**config.mk**
```make
export PLATFORM = sky130hd
export DESIGN_NAME = group_sel_scheduler_flat
export DESIGN_NICKNAME = d
export VERILOG_FILES = /design/src/rtl/group_sel_scheduler_if.sv /design/src/rtl/group_sel_scheduler.sv /design/src/flat_wrapper.sv
export SDC_FILE = /design/constraint.sdc
export NUM_CORES = 1
export LEC_CHECK = 0
export CORE_MARGIN = 2
export CORE_UTILIZATION = 30
export DETAILED_ROUTE_END_ITERATION = 10
export SLEW_MARGIN = 0
export SYNTH_ARGS = -nofsm -noshare
export SYNTH_HDL_FRONTEND = slang
export SYNTH_SLANG_ARGS = --single-unit
```
**constraint.sdc**
```tcl
create_clock -name clk -period 4.6 [get_ports clk]
set_input_delay 0.92 -clock clk [delete_from_list [all_inputs] [get_ports clk]]
set_output_delay 0.92 -clock clk [all_outputs]
set_load 0.05 [all_outputs]
```
**src/rtl/group_sel_scheduler_if.sv**
```systemverilog
// group_sel_scheduler_if: manual slot-jump request handshake
// req_valid : request present (master -> slave)
// req_slot  : requested slot index (master -> slave)
// req_ready : request may be accepted this cycle (slave -> master)
interface group_sel_scheduler_if #(parameter int SEL_W = 4);
    logic             req_valid;
    logic [SEL_W-1:0] req_slot;
    logic             req_ready;
    modport master (output req_valid, req_slot, input req_ready);
    modport slave  (input req_valid, req_slot, output req_ready);
endinterface

```
**src/rtl/group_sel_scheduler.sv**
```systemverilog
// group_sel_scheduler: round-robin / manual project-select sequencer for the group output mux
// clk, rst    : clock, asynchronous active-high reset
// ena         : scheduler enable, 0 forces IDLE
// mask        : per-slot schedulable enables
// dwell       : cycles per slot in auto mode (0 behaves as 1)
// manual      : 1 disables auto advance
// req         : slot-jump request handshake (slave side)
// sel         : registered mux select
// sel_valid   : sel is stable and owned by an enabled slot
// switch_stb  : one-cycle pulse when a new sel is presented
// blank       : mux output must be forced to 0
// err_stb     : accepted request targeted a masked slot
// Optional macro GROUP_SCHED_BLANK_EN: guard phase of BLANK_CYCLES with blank=1 on every switch.
module group_sel_scheduler #(
    parameter int NUM_SLOTS    = 16,
    parameter int SEL_W        = 4,
    parameter int DWELL_W      = 16,
    parameter int BLANK_CYCLES = 2
) (
    input  logic                 clk,
    input  logic                 rst,
    input  logic                 ena,
    input  logic [NUM_SLOTS-1:0] mask,
    input  logic [DWELL_W-1:0]   dwell,
    input  logic                 manual,
    group_sel_scheduler_if.slave req,
    output logic [SEL_W-1:0]     sel,
    output logic                 sel_valid,
    output logic                 switch_stb,
    output logic                 blank,
    output logic                 err_stb
);
`ifdef GROUP_SCHED_BLANK_EN
    localparam bit BLANK_EN = 1'b1;
`else
    localparam bit BLANK_EN = 1'b0;
`endif
    localparam int BL = BLANK_CYCLES < 1 ? 1 : BLANK_CYCLES;

    typedef enum logic [1:0] {IDLE, SWITCH, DWELL} state_t;

    state_t             state, state_n;
    logic [SEL_W-1:0]   sel_n, first, nxt, tgt;
    logic [DWELL_W-1:0] cnt, cnt_n, cnt_inc, dwell_m1;
    logic               stb_n, err_n, accept, expire;

    // counter saturates so a long manual hold never wraps into a false expiry
    assign cnt_inc       = &cnt ? cnt : cnt + 1'b1;
    assign dwell_m1      = dwell == '0 ? '0 : dwell - 1'b1;
    assign expire        = !manual && cnt >= dwell_m1;
    assign accept        = req.req_valid && state == DWELL;
    assign tgt           = accept ? req.req_slot : nxt;
    assign req.req_ready = state == DWELL;
    assign sel_valid     = state == DWELL || (state == SWITCH && !BLANK_EN);
    assign blank         = BLANK_EN && state == SWITCH;

    // descending scans: the last hit is the lowest bit / nearest slot after sel
    always_comb begin
        first = '0;
        nxt   = sel;
        for (int i = NUM_SLOTS - 1; i >= 0; i--)
            if (mask[i]) first = SEL_W'(i);
        for (int i = NUM_SLOTS; i >= 1; i--)
            if (mask[sel + SEL_W'(i)]) nxt = sel + SEL_W'(i);
    end

    always_comb begin
        state_n = state;
        sel_n   = sel;
        cnt_n   = cnt;
        stb_n   = 1'b0;
        err_n   = 1'b0;
        if (!ena)
            state_n = IDLE;
        else case (state)
            IDLE: if (|mask) begin
                state_n = SWITCH;
                sel_n   = first;
                cnt_n   = '0;
                stb_n   = !BLANK_EN;
            end
            SWITCH: if (!BLANK_EN || cnt == DWELL_W'(BL - 1)) begin
                state_n = DWELL;
                cnt_n   = '0;
                stb_n   = BLANK_EN;
            end else
                cnt_n = cnt_inc;
            default: begin
                cnt_n = cnt_inc;
                if (mask == '0)
                    state_n = IDLE;
                else if (accept && !mask[req.req_slot])
                    err_n = 1'b1;
                else if (accept || !mask[sel] || expire) begin
                    cnt_n = '0;
                    if (tgt != sel) begin
                        state_n = SWITCH;
                        sel_n   = tgt;
                        stb_n   = !BLANK_EN;
                    end
                end
            end
        endcase
    end

    always_ff @(posedge clk or posedge rst)
        if (rst) begin
            state      <= IDLE;
            sel        <= '0;
            cnt        <= '0;
            switch_stb <= 1'b0;
            err_stb    <= 1'b0;
        end else begin
            state      <= state_n;
            sel        <= sel_n;
            cnt        <= cnt_n;
            switch_stb <= stb_n;
            err_stb    <= err_n;
        end
endmodule

```
**src/flat_wrapper.sv**
```systemverilog
// flat-port wrapper written by rule: the top's interface ports become plain ports
module group_sel_scheduler_flat 
#(
    parameter int NUM_SLOTS    = 16,
    parameter int SEL_W        = 4,
    parameter int DWELL_W      = 16,
    parameter int BLANK_CYCLES = 2
)
  (clk, rst, ena, mask, dwell, manual, sel, sel_valid, switch_stb, blank, err_stb, req_req_valid, req_req_slot, req_req_ready);
  group_sel_scheduler_if #(.SEL_W(SEL_W)) req_i ();
  input  logic clk;
  input  logic rst;
  input  logic ena;
  input  logic [NUM_SLOTS-1:0] mask;
  input  logic [DWELL_W-1:0] dwell;
  input  logic manual;
  output logic [SEL_W-1:0] sel;
  output logic sel_valid;
  output logic switch_stb;
  output logic blank;
  output logic err_stb;
  input wire logic [$bits(req_i.req_valid)-1:0] req_req_valid;
  input wire logic [$bits(req_i.req_slot)-1:0] req_req_slot;
  output wire logic [$bits(req_i.req_ready)-1:0] req_req_ready;
  assign req_i.req_valid = req_req_valid;
  assign req_i.req_slot = req_req_slot;
  assign req_req_ready = req_i.req_ready;
  group_sel_scheduler #(.NUM_SLOTS(NUM_SLOTS), .SEL_W(SEL_W), .DWELL_W(DWELL_W), .BLANK_CYCLES(BLANK_CYCLES)) u_core (.clk(clk), .rst(rst), .ena(ena), .mask(mask), .dwell(dwell), .manual(manual), .req(req_i), .sel(sel), .sel_valid(sel_valid), .switch_stb(switch_stb), .blank(blank), .err_stb(err_stb));
endmodule
```
==> results.sh <==
export IMPL_antenna_diode_count=0
export IMPL_start_util=0.305
export IMPL_antenna_found_initial=0
export IMPL_core_area_um2=15800
export IMPL_synth_enable_flop_cells=0
export IMPL_p_comb_frac=0.919
export IMPL_async_flop_share=1.00
export IMPL_drt_antenna_violating_nets=0
export IMPL_placementRows=46
export IMPL_clk_path_buf_depth=2
export IMPL_drtIter0Drc=402
export IMPL_multi_input_area_um2=4190
export IMPL_path_class="in -> reg"
export IMPL_synth_cells=592
export IMPL_cts_htree_levels=1
export IMPL_fin_skew_ns=0.00268
export IMPL_track_usage=0.200
export IMPL_required_ns=4.74
export IMPL_crit_path_end_kind="register"
export IMPL_num_vias=5496
export IMPL_fin_area_um2=6800
export IMPL_final_hold_viol_count=0
export IMPL_drt_pass1_iter_count=5
export IMPL_synth_top_area_cell="mux4_2"
export IMPL_grt_pass1_vias=5419
export IMPL_p_sw_uw=3060
export IMPL_synth_top_flop_cell="dfrtp_1"
export IMPL_cts_tree="yes"
export IMPL_layout_common_cells="buf_4 (136), nand2_1 (70), clkdlybuf4s50_1 (39), nor2_1 (36), a21oi_1 (34)"
export IMPL_internal_power_uw=3010
export IMPL_vias_per_cell=5.68
export IMPL_synthTopCellsByArea="mux4_2 (13%), dfrtp_1 (13%), ha_1 (7.6%)"
export IMPL_clk_latency_ns=0.26
export IMPL_ys_ff_latch=24
export IMPL_swShare=0.504
export IMPL_place_hpwl_mm=13.5
export IMPL_synth_distinct_cells=75
export IMPL_ctsHoldBuffers=0
export IMPL_synth_area_per_cell_um2=8.11
export IMPL_dpl_instance_area_um2=6370
export IMPL_cp_max_fo=5
export IMPL_yosysWarnings=0
export IMPL_grt_pass1_wl_mm=27.7
export IMPL_period_share=0.974
export IMPL_layout_commonest_cell="buf_4"
export IMPL_max_freq_mhz=223
export IMPL_drive_above_1_share=0.322
export IMPL_final_max_slew_viol_count=0
export IMPL_cts_buffers=3
export IMPL_die_h_um=131
export IMPL_cts_root_buffer_cell="clkbuf_16"
export IMPL_syn_to_final_growth_pct=41.7
export IMPL_nets=823
export IMPL_cp_start_kind="input pin"
export IMPL_fill_cells=1567
export IMPL_synth_area_um2=4800
export IMPL_wl_mm=17.1
export IMPL_grt_max_degree=29
export IMPL_cp_arrival_ns=4.62
export IMPL_wire_per_inst_um=17.6
export IMPL_synth_top_area_frac=0.127
export IMPL_die_area_um2=17000
export IMPL_clock_sinks=24
export IMPL_clkPwrFrac=0.031
export IMPL_maxSlewHeadroom=0.364
export IMPL_p_leak_uw=0.00295
export IMPL_synth_yosys_seq_area_share=0.125
export IMPL_seq_power_share=0.049
export IMPL_syn_num_nets=662
export IMPL_ios=50
export IMPL_gp_congestion=0.920
export IMPL_final_seq_area_um2=604
export IMPL_status="finished, final reports clean"
export IMPL_maxCapViolations=0
export IMPL_dp_cells=949
export IMPL_grt_overflow=0
export IMPL_post_route_drc_count=0
export IMPL_power_density_nw_per_um2=893
export IMPL_die_w_um=131
export IMPL_min_period_ns=4.48
export IMPL_worst_slew_pin_slew_ns=0.952
export IMPL_peakVddDrop_mv=0.391
export IMPL_final_cells=968
export IMPL_setup_violations=0
export IMPL_portBuffers=48
export IMPL_clk_pin_slew_ns=0.06
export IMPL_rsz0062_at_grt="yes"
export IMPL_hold_class="reg -> reg"
[sequential cells by signal, summed over array words and instances, names as in the netlist]
name	count
u_core.cnt	16
u_core.err_stb	1
u_core.sel	4
u_core.state	2
u_core.switch_stb	1
[kinds of logic after synthesis]
kind of cell	Yosys count	synth area share
multiplexers	73	0.229
buffers and inverters	56	0.0490
XOR/XNOR	27	0.0524
AO/OA/AOI/OAI	175	0.261
other	1	0.000781
AND/OR/NAND/NOR	207	0.207
flip-flops	24	0.125
adder cells (fa/ha/maj)	29	0.0756
[through the flow]
stage	hold slack, ns	setup TNS, ns	setup WS [ns]	total power (uW)	util
after detailed placement	0.514	-10.63	-0.577	5500	0.404
final	0.560	0	0.118	6070	0.431
after global placement	0.510	-8.34	-0.443	5420	0.404
after floorplan	0.473	0	0.0187	3430	-
after CTS	0.523	0	0.00811	5750	0.417
after global routing	0.575	-0.264	-0.0613	6490	0.431
[critical path: stages]
cell and delay, ns:
clkdlybuf4s50_1 0.52, mux4_2 0.57, mux2_2 0.33, mux2i_4 0.20, o21ai_1 0.11, a2111oi_2 0.40
o21ai_1 0.19, o31a_1 0.38, a2111oi_4 0.26, o41ai_2 0.13, buf_4 0.16, and2_1 0.17
a211o_1 0.29
[synth_stat cells, types with 6 or more instances]
| cell | instances |
|---|---|
| xnor2_1 | 15 |
| o21ai_0 | 23 |
| a2111oi_0 | 10 |
| inv_1 | 20 |
| nand3_1 | 20 |
| mux4_2 | 27 |
| a31oi_1 | 9 |
| nor2_1 | 38 |
| nand2_1 | 72 |
| o211ai_1 | 7 |
| and2_1 | 11 |
| a21oi_1 | 36 |
| nor2b_1 | 11 |
| nor4_1 | 10 |
| dfrtp_1 | 24 |
| and3_1 | 9 |
| mux2i_1 | 30 |
| clkbuf_1 | 24 |
| ha_1 | 29 |
| or3_1 | 6 |
| mux2_2 | 14 |
| nor3_1 | 12 |
| a22o_1 | 6 |
| xor2_1 | 10 |
| a211oi_1 | 8 |
| a21o_1 | 13 |
[layer usage]
metal	vias up	global-route usage	wire, um
met3	31	0.0171	1060
met4	0	0.0401	291
met2	199	0.343	8390
met1	2669	0.278	7350
li1	2597	-	-
met5	-	0	0
[area by class of cell]
class	count	area share
multi-input combinational	512	0.616
timing repair buffer	190	0.232
sequential	24	0.0888
tap	216	0.0397
inverter	22	0.0121
clock buffer	4	0.0116
[worst paths after layout]
kind,startpoint,endpoint,slack (ns),cells past startpoint
min in group asynchronous,rst,u_core.switch_stb,1.18,2
worst max-delay path,mask[7],u_core.state[1],0.12,13
max in group asynchronous,rst,u_core.sel[1],2.78,2
worst min register to register,u_core.cnt[8],u_core.cnt[8],0.56,1
worst min-delay path,u_core.cnt[8],u_core.cnt[8],0.56,1
worst max register to register,u_core.sel[0],u_core.state[1],0.31,15
[timing repair]
action / 4_1_cts / 5_1_grt
gates resized for setup: 26 / 48
pin swaps: 15 / 34
endpoints found under the setup margin: 23 / 23
setup buffers: 6 / 10
[power by group through the flow]
stage	Sequential (uW)	Clock [uW]	Combinational, uW
global route	306	200	5990
detailed placement	302	0	5200
finish	299	191	5580
CTS	298	194	5260
global placement	301	0	5120
floorplan	362	0	3060
Power figures use the tool's default switching activity.
